File: src/rtl/instr_fetch.sv
// Fetch stage: PC, credit-limited imem requests, in-order instruction FIFO, redirect flush.
// Optional misaligned-redirect halt: define FETCH_MISALIGN_CHK_EN.
module instr_fetch #(
    parameter logic [31:0] RESET_PC  = 32'h0000_0000,
    parameter int          BUF_DEPTH = 2
) (
    input  logic        clk,
    input  logic        rst_n,
    output logic        imem_req,
    output logic [31:0] imem_addr,
    input  logic        imem_gnt,
    input  logic        imem_rvalid,
    input  logic [31:0] imem_rdata,
    input  logic        redirect_valid,
    input  logic [31:0] redirect_pc,
`ifdef FETCH_MISALIGN_CHK_EN
    output logic        fetch_misalign,
`endif
    output logic        instr_valid,
    output logic [31:0] instr,
    output logic [31:0] instr_pc,
    input  logic        instr_ready
);

    localparam int PW = $clog2(BUF_DEPTH);
    localparam int CW = $clog2(BUF_DEPTH + 1);
    localparam int UW = CW + 1;
    localparam logic [UW-1:0] DEPTH_U = UW'(BUF_DEPTH);
    localparam logic [31:0]   NOP     = 32'h0000_0013;

    typedef enum logic [1:0] {BOOT = 2'd0, FETCH = 2'd1, HALT = 2'd2} state_t;

    state_t                        state_q, state_d;
    logic [31:0]                   fetch_pc_q, fetch_pc_d;
    logic [CW-1:0]                 outst_q, outst_d;
    logic [CW-1:0]                 discard_q, discard_d;
    logic [CW-1:0]                 count_q, count_d;
    logic [PW-1:0]                 rd_ptr_q, rd_ptr_d;
    logic [PW-1:0]                 wr_ptr_q, wr_ptr_d;
    logic [PW-1:0]                 pend_rd_q, pend_wr_q;
    logic [BUF_DEPTH-1:0][31:0]    buf_instr_q, buf_pc_q;
    logic [BUF_DEPTH-1:0][31:0]    pend_pc_q;
    logic                          pop, rsp, grant, push;
    logic [UW-1:0]                 used;
`ifdef FETCH_MISALIGN_CHK_EN
    logic                          misalign_q, misalign_d;
    assign fetch_misalign = misalign_q;
`endif

    assign instr_valid = (count_q != '0) && (state_q != HALT);
    assign instr       = buf_instr_q[rd_ptr_q];
    assign instr_pc    = buf_pc_q[rd_ptr_q];
    assign imem_addr   = fetch_pc_q;

    assign pop   = instr_valid && instr_ready;
    assign rsp   = imem_rvalid && (outst_q != '0);
    assign grant = imem_req && imem_gnt;
    assign push  = rsp && (discard_q == '0) && !redirect_valid;
    // Credits cover buffered plus in-flight words, so a response always has a free slot.
    assign used     = UW'(count_q) + UW'(outst_q) - UW'(pop);
    assign imem_req = (state_q == FETCH) && !redirect_valid && (used < DEPTH_U);

    always_comb begin
        state_d    = state_q;
        fetch_pc_d = fetch_pc_q;
        outst_d    = outst_q + CW'(grant) - CW'(rsp);
        discard_d  = discard_q;
        count_d    = count_q + CW'(push) - CW'(pop);
        rd_ptr_d   = rd_ptr_q + PW'(pop);
        wr_ptr_d   = wr_ptr_q + PW'(push);
`ifdef FETCH_MISALIGN_CHK_EN
        misalign_d = misalign_q;
`endif
        if (state_q == BOOT) state_d = FETCH;
        if (grant) fetch_pc_d = fetch_pc_q + 32'd4;
        if (rsp && (discard_q != '0)) discard_d = discard_q - CW'(1);
        if (redirect_valid) begin
            // Everything still in flight belongs to the old path, including a same-cycle response.
            discard_d = outst_d;
            count_d   = '0;
            rd_ptr_d  = '0;
            wr_ptr_d  = '0;
`ifdef FETCH_MISALIGN_CHK_EN
            fetch_pc_d = redirect_pc;
            if (redirect_pc[1:0] != 2'b00) begin
                state_d    = HALT;
                misalign_d = 1'b1;
            end
`else
            fetch_pc_d = redirect_pc & ~32'h3;
`endif
        end
    end

    always_ff @(posedge clk or negedge rst_n) begin
        if (!rst_n) begin
            state_q     <= BOOT;
            fetch_pc_q  <= RESET_PC;
            outst_q     <= '0;
            discard_q   <= '0;
            count_q     <= '0;
            rd_ptr_q    <= '0;
            wr_ptr_q    <= '0;
            pend_rd_q   <= '0;
            pend_wr_q   <= '0;
            buf_instr_q <= {BUF_DEPTH{NOP}};
            buf_pc_q    <= '0;
            pend_pc_q   <= '0;
`ifdef FETCH_MISALIGN_CHK_EN
            misalign_q  <= 1'b0;
`endif
        end else begin
            state_q    <= state_d;
            fetch_pc_q <= fetch_pc_d;
            outst_q    <= outst_d;
            discard_q  <= discard_d;
            count_q    <= count_d;
            rd_ptr_q   <= rd_ptr_d;
            wr_ptr_q   <= wr_ptr_d;
            pend_wr_q  <= pend_wr_q + PW'(grant);
            pend_rd_q  <= pend_rd_q + PW'(rsp);
`ifdef FETCH_MISALIGN_CHK_EN
            misalign_q <= misalign_d;
`endif
            // Request addresses queue in grant order and pair with responses as they return.
            if (grant) pend_pc_q[pend_wr_q] <= fetch_pc_q;
            if (push) begin
                buf_instr_q[wr_ptr_q] <= imem_rdata;
                buf_pc_q[wr_ptr_q]    <= pend_pc_q[pend_rd_q];
            end
        end
    end

endmodule

File: config.mk
export PLATFORM = sky130hd
export DESIGN_NAME = instr_fetch
export DESIGN_NICKNAME = d
export VERILOG_FILES = /design/src/rtl/instr_fetch.sv
export SDC_FILE = /design/constraint.sdc
export NUM_CORES = 1
export LEC_CHECK = 0
export CORE_MARGIN = 10
export CORE_UTILIZATION = 37
export CTS_BUF_LIST = sky130_fd_sc_hd__clkbuf_16
export CTS_CLUSTER_SIZE = 20
export DETAILED_ROUTE_END_ITERATION = 7
export GPL_ROUTABILITY_DRIVEN = 0
export PLACE_DENSITY = 0.56
export SLEW_MARGIN = 10
export SYNTH_ARGS = -nofsm -noshare
export SYNTH_HDL_FRONTEND = slang
export SYNTH_SLANG_ARGS = --single-unit
File: constraint.sdc
create_clock -name clk -period 4.6 [get_ports clk]
set_input_delay 1.38 -clock clk [delete_from_list [all_inputs] [get_ports clk]]
set_output_delay 1.38 -clock clk [all_outputs]
set_load 0.1 [all_outputs]
==> impl_table.tex <==
\begin{tabular}{lr}
\hline
Metric & Value \\
\hline
\multicolumn{2}{l}{\textbf{Clock tree}} \\
Number of buffers inserted for hold repair after clock tree synthesis & 0 \\
Maximum buffer depth of the clock tree & 3 \\
Clock tree from TritonCTS & yes \\
H-tree depth & 1 \\
Root buf cell & clkbuf\_16 \\
Clock buffer count from CTS & 27 \\
Clk sinks & 225 \\
Clock slew at reported path FFs & about 60 ps \\
Latest clock arrival within the worst-skew pair & $\sim$520 ps \\
\multicolumn{2}{l}{\textbf{Cells and area}} \\
Final Net Count & 1090 \\
Share of layout cells above drive strength 1 & 33.8\% \\
Area added between synthesis and finish & 28.4\% \\
Non-filler cells, final & $\sim$1400 \\
Finished layout cell area & 0.0132 mm2 \\
\# diodes & 0 \\
\multicolumn{2}{l}{\textbf{Route}} \\
First-pass iteration count of the detailed router & 4 \\
Total wire length & between 20000 and 30000 um \\
Remaining DRCs & 0 \\
Antenna Violating Nets Remaining & 0 \\
Via density per instance & 4.98 \\
Via count & 6967 \\
Wire length per cell & 18.4 um \\
First-iteration detailed-routing DRC count & 314 \\
\multicolumn{2}{l}{\textbf{Synthesis}} \\
Commonest register cell after synthesis & dfrtp\_1 \\
Yosys warning total & 0 \\
Synthesized area & $\sim$0.01 mm2 \\
Commonest cells post-synth & dfrtp\_1, mux2\_2, nor2\_1 \\
Number of flops mapped to enable cells by yosys & 0 \\
Largest area contributor in the netlist & dfrtp\_1 \\
Area share of the largest cell type after synthesis & 53.5\% \\
Synth async-reset ratio & 100\% \\
Synthesized instance count & $\sim$840 \\
Fraction of the yosys area taken by sequential cells & between 50\% and 60\% \\
Number of register bits inferred by synthesis & between 200 and 250 \\
Count leader, synth & dfrtp\_1 \\
Biggest area contributors in the synthesized netlist & dfrtp\_1, mux2\_2, a21oi\_1 \\
Distinct cell type count after synthesis & 53 \\
Synthesized area per cell & around 12 um2 \\
\multicolumn{2}{l}{\textbf{Timing}} \\
Final slew viol count & 0 \\
Setup repair after global routing missed its margin & no \\
Worst Tran Pin Value & 1070 ps \\
Hold WS & 501 ps \\
Final worst clock skew & 17.4 ps \\
Period utilisation layout & roughly 98\% \\
F\_max & roughly 220 MHz \\
Post-Route Setup TNS & 0 ps \\
Final setup violation count & 0 \\
Minimum period implied by the final worst setup slack & 4520 ps \\
Number of endpoints with negative hold slack in the final report & 0 \\
Remaining max-slew budget at the tightest pin & between 20\% and 30\% \\
\multicolumn{2}{l}{\textbf{Worst setup path}} \\
Delay of the slowest critical-path stage & approximately 400 ps \\
Cell at the slowest stage of the critical path & fa\_2 \\
Kind of launch point of the worst setup path & input port \\
Arrival time worst endpoint & 3140 ps \\
Number of buffer and inverter instances along the worst setup path & 2 \\
Critical-path cell list & clkdlybuf4s15\_1 -> and2\_4 -> ha\_4 -> nand2b\_4 -> fa\_2 -> xnor2\_4 -> nor4bb\_4 -> buf\_12 \\
Crit path kind & input port to output port \\
Top Family by Delay on Critical Path & simple AND/OR/NAND/NOR gates \\
Largest driver fanout on the critical path & 2 \\
Required @ worst endpoint & 3220 ps \\
Nature of the critical path endpoint & output port \\
\multicolumn{2}{l}{\textbf{Global routing}} \\
Initial antenna violation count & 0 \\
Largest net degree at the start of global routing & 93 \\
Global-route wire length before repair & 41300 um \\
All-layer global routing usage & approximately 14\% \\
Global route overflow & 0 \\
Vias in the first global route & 7039 \\
\multicolumn{2}{l}{\textbf{Floorplan}} \\
Die Wd & between 150 and 200 um \\
Total core area & 0.0271 mm2 \\
Die Area & 0.0348 mm2 \\
Number of rows in the core area & 60 \\
Initial cell density of the core & 37.8\% \\
Die Y & around 190 um \\
Top-Level Pins & 168 \\
\multicolumn{2}{l}{\textbf{Place}} \\
Placed wire-length estimate & 17800 um \\
Placement-stage cell area & roughly 0.012 mm2 \\
Placed instance count & 1349 \\
Number of port buffers & 161 \\
\multicolumn{2}{l}{\textbf{Run status}} \\
Run status & complete, no violations \\
\multicolumn{2}{l}{\textbf{Min path}} \\
Worst min path class & register to register \\
\multicolumn{2}{l}{\textbf{Job}} \\
Max-cap violations & 0 \\
\hline
\end{tabular}
-- layout make-up --
| class | count | area, um2 |
|---|---|---|
| fillers | 2509 | 13900 |
| flip-flops and latches | 225 | 5640 |
| multi-input cells | 548 | 4410 |
| repair buffers | 189 | 1760 |
| clock buffers | 27 | 676 |
| well taps | 372 | 465 |
| clock inverters | 22 | 149 |
| inverters | 16 | 62.6 |
-- final timing paths --
check / startpoint / to / slack, ps / cells after the start
hold / removal: buf_instr_q[44] / buf_instr_q[44] / 500 / 1
setup reg to reg: count_q[0] / discard_q[1] / 1340 / 16
max in group asynchronous: rst_n / pend_pc_q[48] / 2710 / 3
hold reg to reg: buf_instr_q[44] / buf_instr_q[44] / 500 / 1
min in group asynchronous: rst_n / buf_instr_q[41] / 900 / 1
setup / recovery: instr_ready / imem_req / 80 / 8
-- stage by stage --
step	setup WS, ps	utilization, %
2_1_floorplan	-333	-
3_3_place_gp	-191	45.5
3_5_place_dp	-205	45.5
4_1_cts	29.8	48.6
5_1_grt	13.8	48.6
6_report	84.0	48.6
-- cells by family (layout without fill, tap and decap cells) --
group	after synthesis	in the layout	share of synthesized area, %
flops	225	225	55.0
mux	220	220	23.8
simple gates	183	183	9.12
compound gates	119	119	6.75
buf+inv	69	254	2.94
fa+ha+maj	13	13	1.66
xor+xnor	8	8	0.684
other cells	2	5	0.0733
-- sequential cells by signal (all words and copies together) (netlist names) --
name         count
imem_addr       30
buf_pc_q        60
outst_q          2
rd_ptr_q         1
discard_q        2
wr_ptr_q         1
buf_instr_q     64
state_q          1
pend_pc_q       60
pend_rd_q        1
count_q          2
pend_wr_q        1
-- repair_timing --
item / CTS / global route
resized for setup: 1 / 1
buffers inserted: 1 / 0
endpoints found under the hold margin: 0 / 0
pin swaps: 3 / 3
setup endpoints to repair: 1 / 1
-- layout by cell type, fill, tap and decap left out, types with 8 or more instances in the layout --
master	n
buf_12	8
a21oi_1	65
nand3_1	13
clkbuf_16	27
nor2_1	75
ha_1	9
mux2i_1	32
o211ai_1	11
nand2_1	47
dfrtp_1	217
clkdlybuf4s50_1	95
mux2_2	187
o21ai_0	23
buf_4	83
inv_1	20
-- routing by layer --
metal | up-vias | track usage, % | wire length [um]
li1 | 3309 | - | -
met2 | 173 | 21.1 | 10900
met3 | 36 | 3.20 | 1330
met5 | - | 0 | 0
met4 | 0 | 3.47 | 451
met1 | 3449 | 21.0 | 13000
Power is not shown: default switching activity piles up to over one toggle a cycle in this logic, so the estimate is an artifact.
